===== src/rtl/siso_johnson_delay.sv =====
// +-----------------------------------------------------------------------------+
// | siso_johnson_delay: serial delay line of 8 lanes gated by a Johnson counter |
// | Revision: 1.0                                                               |
// +-----------------------------------------------------------------------------+
`default_nettype none

module siso_johnson_delay #(
  parameter int DEPTH = 4
) (
  input  logic       CLK,
  input  logic       RESET,
  input  logic       EN,
  input  logic       D_IN,
  output logic       D_OUT,
  output logic [3:0] JOHNSON,
  output logic [7:0] PULSES
);

  logic [3:0] j;
  logic       legal;
  logic [7:0] phase_raw;
  logic [7:0] lane_msb;

  always_comb begin
    legal = 1'b0;
    case (j)
      4'b0000, 4'b0001, 4'b0011, 4'b0111,
      4'b1111, 4'b1110, 4'b1100, 4'b1000: legal = 1'b1;
      default:                            legal = 1'b0;
    endcase
  end

  // Adjacent-bit terms; only meaningful for the eight legal codes, hence the mask.
  always_comb begin
    phase_raw[0] = ~j[3] & ~j[0];
    phase_raw[1] =  j[0] & ~j[1];
    phase_raw[2] =  j[1] & ~j[2];
    phase_raw[3] =  j[2] & ~j[3];
    phase_raw[4] =  j[3] &  j[0];
    phase_raw[5] = ~j[0] &  j[1];
    phase_raw[6] = ~j[1] &  j[2];
    phase_raw[7] = ~j[2] &  j[3];
    PULSES       = legal ? phase_raw : 8'b0000_0000;
  end

  assign JOHNSON = j;

  always_ff @(posedge CLK or posedge RESET) begin
    if (RESET) begin
      j <= 4'b0000;
    end else if (EN) begin
      j <= legal ? {j[2:0], ~j[3]} : 4'b0000;
    end
  end

  // Output takes the pre-shift MSB of the active lane; illegal phase selects nothing and holds.
  always_ff @(posedge CLK or posedge RESET) begin
    if (RESET) begin
      D_OUT <= 1'b0;
    end else if (EN && legal) begin
      D_OUT <= |(PULSES & lane_msb);
    end
  end

  for (genvar k = 0; k < 8; k++) begin : g_lane
    logic [DEPTH-1:0] sr;

    always_ff @(posedge CLK or posedge RESET) begin
      if (RESET) begin
        sr <= '0;
      end else if (EN && PULSES[k]) begin
        sr <= {sr[DEPTH-2:0], D_IN};
      end
    end

    assign lane_msb[k] = sr[DEPTH-1];
  end

endmodule

`default_nettype wire


===== config.mk =====
export PLATFORM = sky130hd
export DESIGN_NAME = siso_johnson_delay
export DESIGN_NICKNAME = d
export VERILOG_FILES = /design/src/rtl/siso_johnson_delay.sv
export SDC_FILE = /design/constraint.sdc
export NUM_CORES = 1
export LEC_CHECK = 0
export CORE_MARGIN = 2
export CORE_UTILIZATION = 45
export DETAILED_ROUTE_END_ITERATION = 10
export PLACE_DENSITY = 0.68
export SYNTH_ARGS = -nofsm -noshare
export SYNTH_HDL_FRONTEND = slang
export SYNTH_SLANG_ARGS = --single-unit

===== constraint.sdc =====
create_clock -name CLK -period 1.99 [get_ports CLK]
set_input_delay 0.597 -clock CLK [delete_from_list [all_inputs] [get_ports CLK]]
set_output_delay 0.597 -clock CLK [all_outputs]
set_load 0.005 [all_outputs]

After elaboration in Yosys (flattened, before gate mapping)
Memory sizes are Yosys's and may differ from the RTL's.
Cells that the tools add are included.
{"block": "word_totals", "mem_count": 1, "rom_bits": 16, "inputBits": 4, "reg_bits": 37, "word_cells": 36, "out_inout_bits": 13}
{"block": "op_classes", "n_reduce_logical": 10, "mux": 2, "bitwise_logic": 13}
{"memory": "(no name shown)", "depth": 16, "width": 1, "read_ports": 1, "rd_ports_with_merged_regs": 0, "write_ports": 0, "line": "26", "text": "case (j)"}
{"operator": "$logic_and 1x1->1", "count": 9}
{"operator": "$and 1x1->1", "count": 8}
{"operator": "$and 8x8->8", "count": 1}
{"operator": "$mux 8", "count": 1}
{"operator": "$reduce_or 8->1", "count": 1}
{"operator": "$mux 4", "count": 1}
{"operator": "$not 1->1", "count": 4}

Longest topological paths before layout
Gate-level depths: netlist of the first run.
{"block": "depth", "ltp_word": 5, "mapped_depth": 6, "ltp_nobuf": 4}

Worst setup path before layout of the first run
OpenSTA, ideal clock, no wires.
{"block": "synth_timing", "path_kind": "reg2out", "start": "register j[0] (netlist: JOHNSON[0])", "end": "output PULSES[3]", "slack_ns": 0.299, "required_ns": 1.393, "n_path_buf": 2, "arrival_ns": 1.094, "stages_incl_launch_ff": 5, "path_cell_list": "dfrtp_1 buf_4 clkbuf_1 nand2_1 nor3b_1"}
{"block": "synth_between", "elab_chain_len": 2}
{"element": "start: declaration", "line": "19", "text": "logic [3:0] j;"}
{"element": "start signal: assignment", "line": "52", "text": "j <= legal ? {j[2:0], ~j[3]} : 4'b0000;"}
{"element": "$mem_v2 16x1"}
{"element": "$mux 8", "line": "43", "text": "PULSES = legal ? phase_raw : 8'b0000_0000;"}
{"element": "end: declaration", "line": "16", "text": "output logic [7:0] PULSES"}
Every way passes these cells.

Final worst setup path of the first run
{"block": "layout_timing", "start": "register j[3] (netlist: JOHNSON[3])", "end": "output PULSES[1]"}
The elaborated chain is that of the path after synthesis.

==> results of run 1 <==
-- what timing repair did --
action | CTS | global route
buffers inserted | 12 | 3
setup endpoints to repair | 10 | 7
gates cloned | 0 | 0
pin swaps | 3 | 1
gates resized for setup | 21 | 7
-- logic make-up (layout without fill, tap and decap cells) --
family	after synthesis	after routing	share of synthesized area [%]
AND/OR/NAND/NOR	34	34	16.33
AO/OA/AOI/OAI	12	12	4.913
flip-flops	37	37	53.47
multiplexers	33	33	21.46
buffers and inverters	11	51	3.829
-- layer usage --
metal / routed length (um) / up-vias / global-route usage (%)
met5: 0 / - / 0
met4: 68 / 0 / 8.418
met3: 142 / 7 / 5.451
met2: 1664 / 20 / 30.93
met1: 1243 / 565 / 18.44
li1: - / 536 / -
-- state kept, by name (all words and copies together), names as in the netlist --
register / cells
JOHNSON: 4
g_lane.sr: 32
D_OUT: 1
-- synthesized netlist by cell type (all sizes together), types with 2 or more instances --
master	count
a22o	4
nor3b	4
nor4	3
nand2	6
buf	7
inv	3
o21ai	5
nor4b	2
mux2	33
nor2	5
nor3	5
dfrtp	37
-- critical path, delay by kind of cell (launching register included) --
kind	cells	cell delay [ns]
buf+inv	2	0.37
flops	1	0.40
simple gates	2	0.31
-- per-stage QoR --
step	utilization, %	hold slack, ns	cell area (um2)
after floorplan	-	0.4707	1732
after detailed placement	53.26	0.4889	1964
after CTS	58.18	0.5033	2146
final	58.92	0.5003	2173
after global routing	58.92	0.5194	2173
after global placement	53.26	0.4827	1964
-- cell type report --
type	instances	share of cell area, %
well taps	48	2.763
repair buffers	40	15.03
multi-input cells	79	35.18
flip-flops and latches	37	42.83
inverters	3	0.5181
clock buffers	8	3.685
-- worst max path at each step --
stage / cells past startpoint / slack [ns] / startpoint / to
after detailed placement: 5 / -0.21 / EN / g_lane[6].sr[1]$_DFFE_PP0P_
after global placement: 5 / -0.14 / EN / g_lane[6].sr[3]$_DFFE_PP0P_
final: 4 / 0.02 / JOHNSON[3]$_DFFE_PP0P_ / PULSES[1]
after global routing: 4 / -0.06 / JOHNSON[3]$_DFFE_PP0P_ / PULSES[1]
after CTS: 4 / 0.006 / JOHNSON[3]$_DFFE_PP0P_ / PULSES[3]
after floorplan: 4 / 0.30 / JOHNSON[0]$_DFFE_PP0P_ / PULSES[3]
-- where the power goes --
group | leakage (nW) | total, mW | switching (mW) | internal [mW]
Sequential | 0.483 | 1.13 | 0.148 | 0.987
Combinational | 0.483 | 1.34 | 0.575 | 0.761
Clock | 0.0395 | 0.486 | 0.238 | 0.248
Total | 1.01 | 2.96 | 0.960 | 2.00
==> out/metrics.csv, run 1 <==
stage;metric;value;unit
synthesis;synth_ff_type;dfrtp_1;
pwr;total_power;2.957;mW
grt;grt_pass1_wl;5526;um
placed_design;dp_slack;-0.2117;ns
synthesis;synth-seq-cells;37;
pwr;p_per_area;1360;mW/mm2
clocking;clk_latency;0.29;ns
clocking;cts_tree;done;
critical_path;cp_slowest_cell;dfrtp_2;
placed_design;port_buffers;16;
timing;finalClockSkew;0.003294;ns
critical_path;worstPathArrival;1.37;ns
grt;overflow;0;
critical_path;rr_startpoint;JOHNSON[1]$_DFFE_PP0P_;
cells_and_area;nets;170;
synthesis;yosys_warnings;0;
die;initial_core_util;46.95;%
cells_and_area;multi_input_area;764.5;um2
critical_path;critical_path_class;reg2out;
grt;grt_max_degree;38;
placed_design;dp.cells;192;
timing;max_freq;0.5085;GHz
critical_path;cp.required;1.39;ns
timing;slew_headroom;70.46;%
die;core;0.003689;mm2
timing;fin_ws;0.02355;ns
critical_path;r2r-end;g_lane[2].sr[0]$_DFFE_PP0P_;
synthesis;synth-edff-count;0;
route;dr.first_iter.drc_count;41;
critical_path;r2r_slack;0.17;ns
clocking;cts.htree.levels;2;
die;pin_count;17;
timing;worst_pin_slew;0.4431;ns
timing;fin_crit;1.966;ns
placed_design;hpwl;2079;um
cells_and_area;antennaDiodeCount;0;
status;status;complete, no violations;
timing;hold_viol;0;
clocking;ctsHoldBuffers;0;
synthesis;ys_async_sr_fraction;100.0;%
timing;setup-tns-final;0;ns
critical_path;reg2regPathDepth;6;
worst_hold_path;hold_end;g_lane[5].sr[2]$_DFFE_PP0P_;
critical_path;startpoint_type;register;
cells_and_area;final_cell_mix;dfrtp_1 (33), mux2_2 (33), buf_4 (22);
critical_path;cp-end-kind;output pin;
synthesis;avgSynthCellArea;13.64;um2
synthesis;synth_cells;127;
route;drt_pre_antenna_iters;4;
cells_and_area;syn2layout_area_growth;25.51;%
critical_path;cp_max_fo;3;
worst_hold_path;min_path_type;reg2reg;
worst_hold_path;hold_path_depth;1;
timing;final.period_utilization;98.82;%
clocking;cts_buffer_depth;2;
worst_hold_path;holdCritStartpoint;g_lane[5].sr[1]$_DFFE_PP0P_;
critical_path;crit_chain;buf_4 > nor3_4 > and2_1 > dlygate4sd2_1;
job;maxCapViolCount;0;
cells_and_area;nFillCells;295;
cells_and_area;seq_area;930.9;um2
synthesis;syn_nets;131;
route;drc;0;
synthesis;synth_cell_type_count;33;
pwr;ir_drop;0.5043;mV
clocking;cts-buffers-inserted;5;
synthesis;yosysSeqAreaShare;53.47;%
cells_and_area;final_layout_size_suffix_gt1_share;49.70;%
route;via_per_inst;5.247;
die;std_cell_rows;22;
timing;final-setup-viol-count;0;
route;ant_nets;0;
die;die_w;66.04;um
pwr;power.leakage;1.005;nW
grt;grt_pass1_vias;1222;
die;die_area;0.004361;mm2
timing;grt_setup_unrepaired;true;
synthesis;yosysTopAreaCell;dfrtp_1;
die;dieHeight;66.04;um
synthesis;synthTopCellsByArea;dfrtp_1 (53%), mux2_2 (21%), nor4_4 (2.5%);
clocking;cts-root-buf;clkbuf_8;
clocking;cts.sinks;37;
clocking;clk_pin_slew_worst_paths;0.06;ns
grt;grt.total_usage;17.35;%
route;wl_per_cell;14.50;um
critical_path;critical_path.max_stage_delay;0.40;ns
timing;drv_slew;0;
route;wl;3118;um
route;vias;1128;
grt;antenna_found_initial;0;
cells_and_area;final_cells;215;
placed_design;place_congestion;0.7416;
synthesis;synth.cell_area;0.001732;mm2
synthesis;synth.top_cell.area_share;53.47;%
Note: power is estimated with default switching activity, not from simulation.
==> run 2, diff against run 1 <==
CORE_UTILIZATION = 55   (was 45)
PLACE_DENSITY = 0.8   (was 0.68)
clock period = 2.2 ns   (was 1.99 ns; I/O delays follow)
==> run 2 against run 1 <==
Final area fell by 2.8%; hold slack better by 0.011 ns; largest cell class unchanged; non-clock buffer count is 6 lower; critical path type unchanged; largest power group unchanged.
==> out/metrics.csv, run 2 (synthesis gave the netlist of run 1 again) <==
stage;metric;value;unit;change
grt;grt_max_degree;38;;unchanged
pwr;p_seq_share;40.6;%;+2.2 points
cells_and_area;syn2layout_area_growth;22.04;%;
timing;drv_slew;0;;unchanged
grt;grt_pass1_vias;1147;;-6.1%
timing;worst_pin_slew;0.4475;ns;+0.004419 ns
timing;fin_crit;2.146;ns;
cells_and_area;final_layout_size_suffix_gt1_share;45.96;%;-3.7 points
clocking;cts_tree;done;;
placed_design;hpwl;1993;um;-4.1%
job;maxCapViolCount;0;;unchanged
cells_and_area;final_util;69.79;%;+11 points
route;wl;3011;um;-3.4%
timing;slew_headroom;70.16;%;-0.29 points
timing;max_freq;0.4660;GHz;
cells_and_area;nFillCells;214;;-27%
pwr;power.leakage;0.9876;nW;-1.8%
critical_path;critical_path_class;reg2out;;
clocking;cts-buffers-inserted;5;;unchanged
critical_path;cp-end-kind;output pin;;
pwr;p_sw_share;32.91;%;+0.43 points
timing;final-setup-viol-count;0;;unchanged
timing;grt_setup_unrepaired;false;;
clocking;clk_latency;0.34;ns;+0.05 ns
route;via_per_inst;5.449;;+3.9%
critical_path;cp_max_fo;4;;+1
pwr;ir_drop;0.4860;mV;-3.6%
die;initial_core_util;57.19;%;+10 points
critical_path;cp.required;1.54;ns;+0.15 ns
grt;grt_pass1_wl;5016;um;-9.2%
route;ant_nets;0;;unchanged
critical_path;worstPathArrival;1.49;ns;+0.12 ns
die;die_area;0.003613;mm2;-17%
cells_and_area;largest_register_ffs;32;;unchanged
clocking;cts.htree.levels;2;;unchanged
critical_path;startpoint_type;register;;
clocking;cts-root-buf;clkbuf_4;;
timing;timing.hold.ws;0.5109;ns;+0.01057 ns
timing;final.period_utilization;97.55;%;
cells_and_area;final_cell_mix;dfrtp_1 (33), mux2_2 (33), buf_4 (15);;
route;vias;1117;;-0.98%
timing;finalClockSkew;0.006696;ns;+0.003402 ns
route;wl_per_cell;14.69;um;+1.3%
grt;overflow;0;;unchanged
cells_and_area;nets;164;;-3.5%
timing;setup-tns-final;0;ns;unchanged
placed_design;port_buffers;16;;unchanged
grt;grt.total_usage;19.29;%;+1.9 points
route;dr.first_iter.drc_count;53;;+29%
clocking;cts.sinks;37;;unchanged
status;status;complete, no violations;;
placed_design;place_congestion;0.7312;;-1.4%
worst_hold_path;min_path_type;reg2reg;;
die;die_w;60.11;um;-9.0%
die;dieHeight;60.11;um;-9.0%
pwr;clkPwrFrac;15.6;%;-0.8 points
pwr;power.internal;1.700;mW;-15%
clocking;clk_pin_slew_worst_paths;0.10;ns;+0.04 ns
grt;antenna_found_initial;0;;unchanged
cells_and_area;largest_register;g_lane.sr;;
route;drc;0;;unchanged
timing;hold_viol;0;;unchanged
die;pin_count;17;;unchanged
cells_and_area;seq_area;930.9;um2;unchanged
route;drt_pre_antenna_iters;4;;unchanged
die;std_cell_rows;20;;-9.1%
pwr;switchingPower;834.1;uW;-13%
clocking;cts_buffer_depth;2;;unchanged
pwr;combPwrFrac;43.8;%;-1.4 points
pwr;p_per_area;1199;mW/mm2;-12%
die;core;0.003028;mm2;-18%
cells_and_area;antennaDiodeCount;0;;unchanged
cells_and_area;multi_input_area;752.0;um2;-1.6%
[run 2: power by group through the flow]
stage	Sequential [mW]	Clock, mW	Combinational [mW]
after floorplan	0.977	0	0.723
after global placement	1.04	0	0.893
after detailed placement	1.06	0	0.921
after CTS	1.03	0.412	1.07
after global routing	1.05	0.442	1.21
final	1.03	0.395	1.11
[run 2: repair_timing]
item | CTS | global route
gates resized for setup | 17 | 2
endpoints found under the setup margin | 8 | 3
pin swaps | 1 | 0
buffers inserted | 10 | 1
hold buffers | 0 | 0
[run 2: final timing paths]
kind                       cells past startpoint                          end                         from  slack (ns)
min in group asynchronous                      3  g_lane[7].sr[0]$_DFFE_PP0P_                        RESET        0.77
hold / removal                                 1  g_lane[2].sr[1]$_DFFE_PP0P_  g_lane[2].sr[0]$_DFFE_PP0P_        0.51
setup / recovery                               4                    PULSES[3]       JOHNSON[3]$_DFFE_PP0P_        0.05
max in group asynchronous                      3       JOHNSON[1]$_DFFE_PP0P_                        RESET        1.10
setup reg to reg                               5  g_lane[2].sr[0]$_DFFE_PP0P_       JOHNSON[1]$_DFFE_PP0P_        0.35
hold reg to reg                                1  g_lane[2].sr[1]$_DFFE_PP0P_  g_lane[2].sr[0]$_DFFE_PP0P_        0.51
[run 2: through the flow]
| step | power [mW] | instance area, um2 | setup WS, ns | std cells |
|---|---|---|---|---|
| 2_1_floorplan | 1.700 | 1732 | 0.4460 | 127 |
| 3_3_place_gp | 1.930 | 1944 | 0.007047 | 186 |
| 3_5_place_dp | 1.977 | 1944 | -0.02868 | 186 |
| 4_1_cts | 2.517 | 2101 | 0.02462 | 204 |
| 5_1_grt | 2.700 | 2113 | 0.009397 | 205 |
| 6_report | 2.534 | 2113 | 0.05393 | 205 |
[run 2: per-layer routing]
metal / global-route usage [%] / share of wire, % / wire length (um)
met1: 21.29 / 42 / 1257
met2: 33.39 / 52 / 1572
met3: 4.762 / 3.1 / 94
met4: 11.11 / 2.9 / 87
met5: 0 / 0 / 0
[run 2: critical path: stages, from the launching register on]
cell	delay, ns
dfrtp_2	0.41
buf_4	0.16
buf_4	0.13
nor3b_1	0.19
dlygate4sd2_1	0.26
[run 2: area by class of cell]
type | instances | share of cell area (%)
Multi-Input combinational cell | 79 | 35.58
Clock inverter | 1 | 0.2368
Inverter | 3 | 0.5329
Tap cell | 44 | 2.605
Clock buffer | 7 | 3.079
Timing Repair Buffer | 34 | 13.91
Sequential cell | 37 | 44.05
